==> config.mk <==
export PLATFORM = sky130hd
export DESIGN_NAME = vga_timing_gen
export DESIGN_NICKNAME = d
export VERILOG_FILES = /design/src/rtl/vga_timing_gen.sv
export SDC_FILE = /design/constraint.sdc
export NUM_CORES = 1
export LEC_CHECK = 0
export CAP_MARGIN = 20
export CORE_ASPECT_RATIO = 1.1
export CORE_MARGIN = 3
export CORE_UTILIZATION = 45
export DETAILED_ROUTE_END_ITERATION = 8
export PLACE_DENSITY = 0.7
export SLEW_MARGIN = 5
export SYNTH_ARGS = -nofsm -noshare
export SYNTH_HDL_FRONTEND = slang
export SYNTH_SLANG_ARGS = --single-unit
==> constraint.sdc <==
create_clock -name clk -period 6.72 [get_ports clk]
set_clock_uncertainty 0.2 [all_clocks]
set_input_delay 1.344 -clock clk [delete_from_list [all_inputs] [get_ports clk]]
set_output_delay 1.344 -clock clk [all_outputs]
set_load 0.05 [all_outputs]
==> src/rtl/vga_timing_gen.sv <==
// VGA raster timing generator: h/v scan counters, syncs, video_on, strobes.
// Optional frame counter output under `VGA_TIMING_FRAME_CNT_EN.
module vga_timing_gen #(
    parameter int   H_ACTIVE = 640,
    parameter int   H_FP     = 16,
    parameter int   H_SYNC   = 96,
    parameter int   H_BP     = 48,
    parameter int   V_ACTIVE = 480,
    parameter int   V_FP     = 10,
    parameter int   V_SYNC   = 2,
    parameter int   V_BP     = 33,
    parameter logic HS_POL   = 1'b0,
    parameter logic VS_POL   = 1'b0,
    parameter int   CW       = 16
) (
    input  logic          clk,
    input  logic          rst_n,
    input  logic          pix_en,
    output logic [CW-1:0] h_count,
    output logic [CW-1:0] v_count,
    output logic          hsync,
    output logic          vsync,
    output logic          video_on,
    output logic          line_end,
`ifdef VGA_TIMING_FRAME_CNT_EN
    output logic          frame_end,
    output logic [15:0]   frame_count
`else
    output logic          frame_end
`endif
);

    localparam int H_TOTAL = H_ACTIVE + H_FP + H_SYNC + H_BP;
    localparam int V_TOTAL = V_ACTIVE + V_FP + V_SYNC + V_BP;

    localparam logic [CW-1:0] H_A_END = CW'(H_ACTIVE - 1);
    localparam logic [CW-1:0] H_F_END = CW'(H_ACTIVE + H_FP - 1);
    localparam logic [CW-1:0] H_S_END = CW'(H_ACTIVE + H_FP + H_SYNC - 1);
    localparam logic [CW-1:0] H_LAST  = CW'(H_TOTAL - 1);
    localparam logic [CW-1:0] V_A_END = CW'(V_ACTIVE - 1);
    localparam logic [CW-1:0] V_F_END = CW'(V_ACTIVE + V_FP - 1);
    localparam logic [CW-1:0] V_S_END = CW'(V_ACTIVE + V_FP + V_SYNC - 1);
    localparam logic [CW-1:0] V_LAST  = CW'(V_TOTAL - 1);

    typedef enum logic [1:0] {H_ACT, H_FRONT, H_SYNC_S, H_BACK} h_state_t;
    typedef enum logic [1:0] {V_ACT, V_FRONT, V_SYNC_S, V_BACK} v_state_t;

    h_state_t      h_st, h_st_nxt;
    v_state_t      v_st, v_st_nxt;
    logic [CW-1:0] h_nxt, v_nxt;
    logic          wrap;

    assign wrap = (h_count == H_LAST);

    // Zero-length porches are skipped by jumping straight past them.
    always_comb begin
        h_nxt    = h_count;
        v_nxt    = v_count;
        h_st_nxt = h_st;
        v_st_nxt = v_st;
        if (pix_en) begin
            h_nxt = wrap ? '0 : h_count + CW'(1);
            unique case (h_st)
                H_ACT:
                    if (h_count == H_A_END)
                        h_st_nxt = (H_FP != 0) ? H_FRONT : H_SYNC_S;
                H_FRONT:
                    if (h_count == H_F_END) h_st_nxt = H_SYNC_S;
                H_SYNC_S:
                    if (h_count == H_S_END)
                        h_st_nxt = (H_BP != 0) ? H_BACK : H_ACT;
                H_BACK:
                    if (wrap) h_st_nxt = H_ACT;
            endcase
            if (wrap) begin
                v_nxt = (v_count == V_LAST) ? '0 : v_count + CW'(1);
                unique case (v_st)
                    V_ACT:
                        if (v_count == V_A_END)
                            v_st_nxt = (V_FP != 0) ? V_FRONT : V_SYNC_S;
                    V_FRONT:
                        if (v_count == V_F_END) v_st_nxt = V_SYNC_S;
                    V_SYNC_S:
                        if (v_count == V_S_END)
                            v_st_nxt = (V_BP != 0) ? V_BACK : V_ACT;
                    V_BACK:
                        if (v_count == V_LAST) v_st_nxt = V_ACT;
                endcase
            end
        end
    end

    // Flags come from next-state values so they stay aligned to the counters.
    always_ff @(posedge clk or negedge rst_n) begin
        if (!rst_n) begin
            h_count   <= '0;
            v_count   <= '0;
            h_st      <= H_ACT;
            v_st      <= V_ACT;
            hsync     <= ~HS_POL;
            vsync     <= ~VS_POL;
            video_on  <= 1'b1;
            line_end  <= 1'b0;
            frame_end <= 1'b0;
        end else if (pix_en) begin
            h_count   <= h_nxt;
            v_count   <= v_nxt;
            h_st      <= h_st_nxt;
            v_st      <= v_st_nxt;
            hsync     <= (h_st_nxt == H_SYNC_S) ? HS_POL : ~HS_POL;
            vsync     <= (v_st_nxt == V_SYNC_S) ? VS_POL : ~VS_POL;
            video_on  <= (h_st_nxt == H_ACT) && (v_st_nxt == V_ACT);
            line_end  <= (h_nxt == H_LAST);
            frame_end <= (h_nxt == H_LAST) && (v_nxt == V_LAST);
        end
    end

`ifdef VGA_TIMING_FRAME_CNT_EN
    always_ff @(posedge clk or negedge rst_n) begin
        if (!rst_n)
            frame_count <= 16'd0;
        else if (pix_en && frame_end)
            frame_count <= frame_count + 16'd1;
    end
`endif

endmodule
# Word level (Yosys, flattened, before mapping)
# Cells that the tools add are included.
[totals] register_bits=41 inputBits=3 output_inout_bits=37 word_cells=55
[classes] n_addsub=2 n_eq_ne=18 n_mux=20 reduce_logical=6
[ops] operator="== test 16 x 10 -> 1 bit, second input constant" count=7
[ops] operator="2-to-1 mux 16 bit" count=5
[ops] operator="== test 16 x 9 -> 1 bit, second input constant" count=3
[ops] operator="adder 16 x 1 -> 16 bit, second input constant" count=2
[ops] operator="2-to-1 mux 2 bit" count=11
[ops] operator="one-hot mux 2 bit (4 select lines)" count=2
[ops] operator="== test 2 bit, second input constant" count=6
[ops] operator="logical NOT 2 bit" count=4
[ops] operator="== test 2 x 1 -> 1 bit, second input constant" count=2
[ops] operator="logical AND 1 bit" count=2
[ops] operator="2-to-1 mux 1 bit" count=2

# Logic depth before layout (Yosys ltp)
[logic_depth] ltp_word=7 depth_mapped=10 mapped_depth_nobuf=9

# Worst setup path before layout
# No wires, ideal clock.
[synth_path] path_kind="reg2reg" startpoint="reg h_count[11]" endpoint="reg frame_end" setup_ns=0.092 arrival_time_ns=2.952 t_required_ns=6.428 path_slack_ns=3.476 path_stages_with_launch=10 n_path_buf=2 synth_period_minus_slack_ns=3.244 path_cell_list="dfrtp_1 > buf_6 > or4_4 > or4_4 > clkbuf_1 > nor4_1 > xor2_1 > a311oi_1 > nand4_1 > o31ai_2"
[synth_via] elab_chain_len=5 elab_cells_between_ends=9 cone_classes="add/sub (1); eq/ne (3); mux (4); reduce/logical (1)"
[synth_lines] item="from (decl)" line="19" rtl="output logic [CW-1:0] h_count,"
[synth_lines] item="from (signal assigned)" line="106" rtl="h_count <= h_nxt;"
[synth_lines] item="adder 16 x 1 -> 16 bit or == test 16 x 10 -> 1 bit (tied branches)" line="62, 53"
[synth_lines] item="2-to-1 mux 16 bit, on equally long branches" line="62, 75"
[synth_lines] item="2-to-1 mux 16 bit" line="61" rtl="if (pix_en) begin"
[synth_lines] item="== test 16 x 10 -> 1 bit" line="114" rtl="frame_end <= (h_nxt == H_LAST) && (v_nxt == V_LAST);"
[synth_lines] item="logical AND 1 bit *" line="114"
[synth_lines] item="to (signal assigned)" line="114"
[synth_lines] item="to (decl)" line="29" rtl="output logic frame_end"
# Mark *: on every way between the ends. The rest lies on a longest branch, timed or not.
# A chain may end at the register's enable or synchronous reset.

# Worst setup path after layout
[layout_path] startpoint="in pix_en" endpoint="reg frame_end"
[layout_via] elab_chain_len=3 elab_cells_between_ends=5 cone_classes="eq/ne (2); mux (2); reduce/logical (1)"
[layout_lines] item="from (decl)" line="18" rtl="input logic pix_en,"
[layout_lines] item="2-to-1 mux 16 bit" line="61"
[layout_lines] item="== test 16 x 10 -> 1 bit" line="114"
[layout_lines] item="logical AND 1 bit" line="114"
# Parallel ways exist; a longest one is shown, timed or not.

==> results.txt <==
The flow ran to the end, and the final reports show no timing, DRC or antenna violations. The area after detailed placement is around 2800 sq um. The synthesized netlist occupies a cell area of roughly 2400 sq um. The slew at the pin closest to its max-slew limit came out at ~950 ps. The critical path's most frequent cell is sky130_fd_sc_hd__nand4_1. The number of vias per cell after detailed routing came out at 6.104. For this run, design rule violations remaining after detail routing come to 0. The worst max-slew margin expressed relative to the limit came out at 36.68%.

In this run the worst hold path is classified as reg2reg. The synthesized area divided by synthesized cell count is 9.340 sq um. The most critical setup path has its endpoint at frame_end$_DFFE_PN0P_. The endpoint of the worst register-to-register path is frame_end$_DFFE_PN0P_. The critical path in this run is classified as in2reg. Of the post-synthesis cell area, the dominant cell type holds 39.46%. The share of flip-flops with an asynchronous set or reset came out at 100.0%. The count of final hold-check violations came out at 0.

The core area is roughly 5100 sq um. The net total in the final layout came out at 298. The post-cts hold buffer count is 0.

The critical path starts at pix_en. The number of setup violations in the final report is 0. The H-tree level count came out at 2. The number of fill cells in the layout came out at 477.

The fraction of the core area covered by cells at the end of the flow came out at 57.79%. The total clock sinks is 41. The leakage power total came out at 1.247 nW. The shortest period the worst path allows is around 4000 ps.

The worst setup path is captured at a flip-flop. The cell depth of the worst flop-to-flop path is 8. The clock-pin slew on the worst setup and hold paths came out at about 80 ps.

The weighted congestion reported at the end of routability-driven placement came out at 0.8939. The via count of the first global-routing pass is 2154. The number of I/O port buffers is 39. The number of warnings printed during yosys synthesis came out at 0. The number of nets handed over by synthesis was 265. The kind of launch point of the worst setup path is a primary input. The worst register-to-register path begins at h_count[0]$_DFFE_PN0P_.

The library cell used as clock root buffer is sky130_fd_sc_hd__clkbuf_8. The fraction of layout cells with a size suffix above 1 is 7.534%. The via count of the routed design is 2222. The clock latency of the later-clocked register in the worst-skew pair is 290 ps. Summing the sequential cell areas from Yosys gives 42.73% of the chip area. Gates resized during post-CTS repair numbered 0.

The die boundary height is 82.75 um. The distinct cell type count of the synthesized netlist came out at 50. The data required time at the worst endpoint came out at 6720 ps. The area occupied by multi-input gates is about 1300 sq um. The dominant cell by count in the synthesized netlist is sky130_fd_sc_hd__dfrtp_1. The number of enable-type register cells in the synthesized netlist is 0. The iteration count of the initial detailed-routing pass is 4. The remaining global-route overflow came out at 0.

The ratio of final minimum period to clock period is 58.72%. Setup repair after global routing left no endpoint under its margin. The area growth from synthesis to final layout came out at 22.33%.

The least setup slack across all paths after layout is 2774 ps. Of all cell types, the one taking the most synthesized area is sky130_fd_sc_hd__dfrtp_1. The critical path runs through a total of 9 cells.

The area of the die is 6270 sq um. The maximum single-stage delay on the critical path came out at between 400 and 500 ps. The number of top-level pins is 40. Data on the critical path arrives at its endpoint at 3940 ps. The largest individual stage delay along the critical path comes from the cell sky130_fd_sc_hd__nor4_1. The largest driver fanout on the critical path came out at 21.

The number of buffers created by CTS is 5. The count of buffers added by post-CTS timing repair for setup is 0. The accumulated negative setup slack is 0 ps. In this run, synthesis produced a sequential element count of 41. In the post-synthesis netlist, the biggest area contributors are sky130_fd_sc_hd__dfrtp_1, sky130_fd_sc_hd__xor2_1, sky130_fd_sc_hd__nor4_1. At the placement stage, the worst setup path has a slack of 2558 ps. The aggregate global-route resource usage came out at between 20% and 30%. In the synthesized netlist the dominant register cell turns out to be sky130_fd_sc_hd__dfrtp_1. After synthesis, the most frequently instantiated cells are sky130_fd_sc_hd__dfrtp_1, sky130_fd_sc_hd__nand2_1, sky130_fd_sc_hd__nor4_1.

The number of nets with antenna violations after detailed routing is 0. The wire-length estimate of the detail-placed layout is 4.540 mm. The antenna cell count came out at 0. The initial antenna violation count is 0. The critical path's top delay family is simple AND/OR/NAND/NOR gates.

The initial core utilization is 47.24%. The maximum clock frequency is ~0.25 GHz. Counting both buffers and inverters, the worst setup path holds a total of 2. The initialized floorplan defines 27 standard-cell rows. The areal power density over the cells is 235.5 nW/um^2. The final-report max-slew violation count came out at 0. Across all register-to-register paths, the minimum setup slack is 3440 ps. The final wirelength came out at between 6 and 7 mm. The first global-routing pass estimated between 10 and 15 mm of wire. The number of standard cells after synthesis came out at 258. Entering global routing, the biggest net connects 42 pins.

The width of the chip is roughly 76 um. TritonCTS built the clock tree. The count of routing violations after the opening detailed-route iteration came out at 160. The maximum clock path buffer count is 2. The signal on the critical path passes through clkdlybuf4s50_1 -> buf_4 -> nand3_1 -> nor2_1 -> nand4_1 -> a21o_1 -> nor4_1 -> nand4_1 -> o31ai_2. Leaving out filler cells and counting taps, the final layout contains 364. The sequential standard cell area is 1030 sq um.

Across the VDD grid, the largest voltage drop is between 0.2 and 0.25 mV. The number of placed instances with taps included is ~360. The number of max-capacitance violations reported is 0. The post-route cell area came out at 2948 sq um.

Dividing the detail-routed wire length by the instance count gives 17.59 um.
layer usage:
metal  part of all wire, %  vias to the layer above  wire length, um  GRT usage [%]
met5                     0                        -                0              0
li1                      -                     1031                -              -
met3                   5.0                       14              323          4.600
met2                    51                       84             3255          38.01
met1                    42                     1093             2704          27.03
met4                   1.9                        0              119          6.818
cell type report:
cell class | instances | area share [%]
repair buffers | 40 | 13.33
clock inverters | 1 | 1.019
inverters | 10 | 1.273
clock buffers | 7 | 2.929
well taps | 72 | 3.056
flip-flops and latches | 41 | 34.93
multi-input cells | 193 | 43.46
kinds of logic after synthesis:
logic type               count (synthesis)  synth area share, %
AND/OR/NAND/NOR                        123                30.01
multiplexers                             2               0.9345
AO/OA/AOI/OAI                           42                12.15
buffers and inverters                   24                4.101
adder cells (fa/ha/maj)                  4                2.077
XOR/XNOR                                22                7.996
flip-flops                              41                42.73
placed cells by master (no fill, tap or decap), drive strengths merged, types with 6 or more instances in the layout:
cell           count
dfrtp             38
clkdlybuf4s50     38
nand2             18
nor4              17
xor2              16
nand4             14
nor2              14
nand3             14
o21ai             12
nor3              10
inv                9
clkbuf             7
xnor2              6
worst min path at each step:
| stage | startpoint | to | slack, ps | cells after the start |
|---|---|---|---|---|
| finish | vsync$_DFFE_PN1P_ | vsync$_DFFE_PN1P_ | 300 | 2 |
| global route | video_on$_DFFE_PN1P_ | video_on$_DFFE_PN1P_ | 350 | 1 |
| CTS | vsync$_DFFE_PN1P_ | vsync$_DFFE_PN1P_ | 310 | 2 |
| detailed placement | vsync$_DFFE_PN1P_ | vsync$_DFFE_PN1P_ | 300 | 2 |
| global placement | vsync$_DFFE_PN1P_ | vsync$_DFFE_PN1P_ | 290 | 2 |
| floorplan | v_st[0]$_DFFE_PN0P_ | v_st[0]$_DFFE_PN0P_ | 310 | 1 |
flip-flops by register name, summed over array words and instances (netlist names):
signal     cells
v_st           2
v_count       16
line_end       1
h_count       16
hsync          1
vsync          1
video_on       1
frame_end      1
h_st           2
power breakdown:
| group | switching, mW | internal, mW |
|---|---|---|
| registers | 0.0369 | 0.268 |
| clock network | 0.0888 | 0.121 |
| logic | 0.120 | 0.0593 |
| total | 0.246 | 0.449 |
worst register-to-register path: cells and delay by family (launching register included):
family	cells	cell delay (ps)
xor gates and xnor gates	1	150
adders and majority gates	1	230
and+or+nand+nor	4	1520
DFF	1	480
AOI/OAI and AO/OA	2	610
through the flow:
stage                     power, mW  hold slack (ps)
after CTS                    0.6965            307.7
after floorplan              0.4247            311.4
after global routing         0.7273            348.7
after global placement       0.4869            289.2
final                        0.6942            303.7
after detailed placement     0.4873            295.9
(Power assumes the default switching activity.)
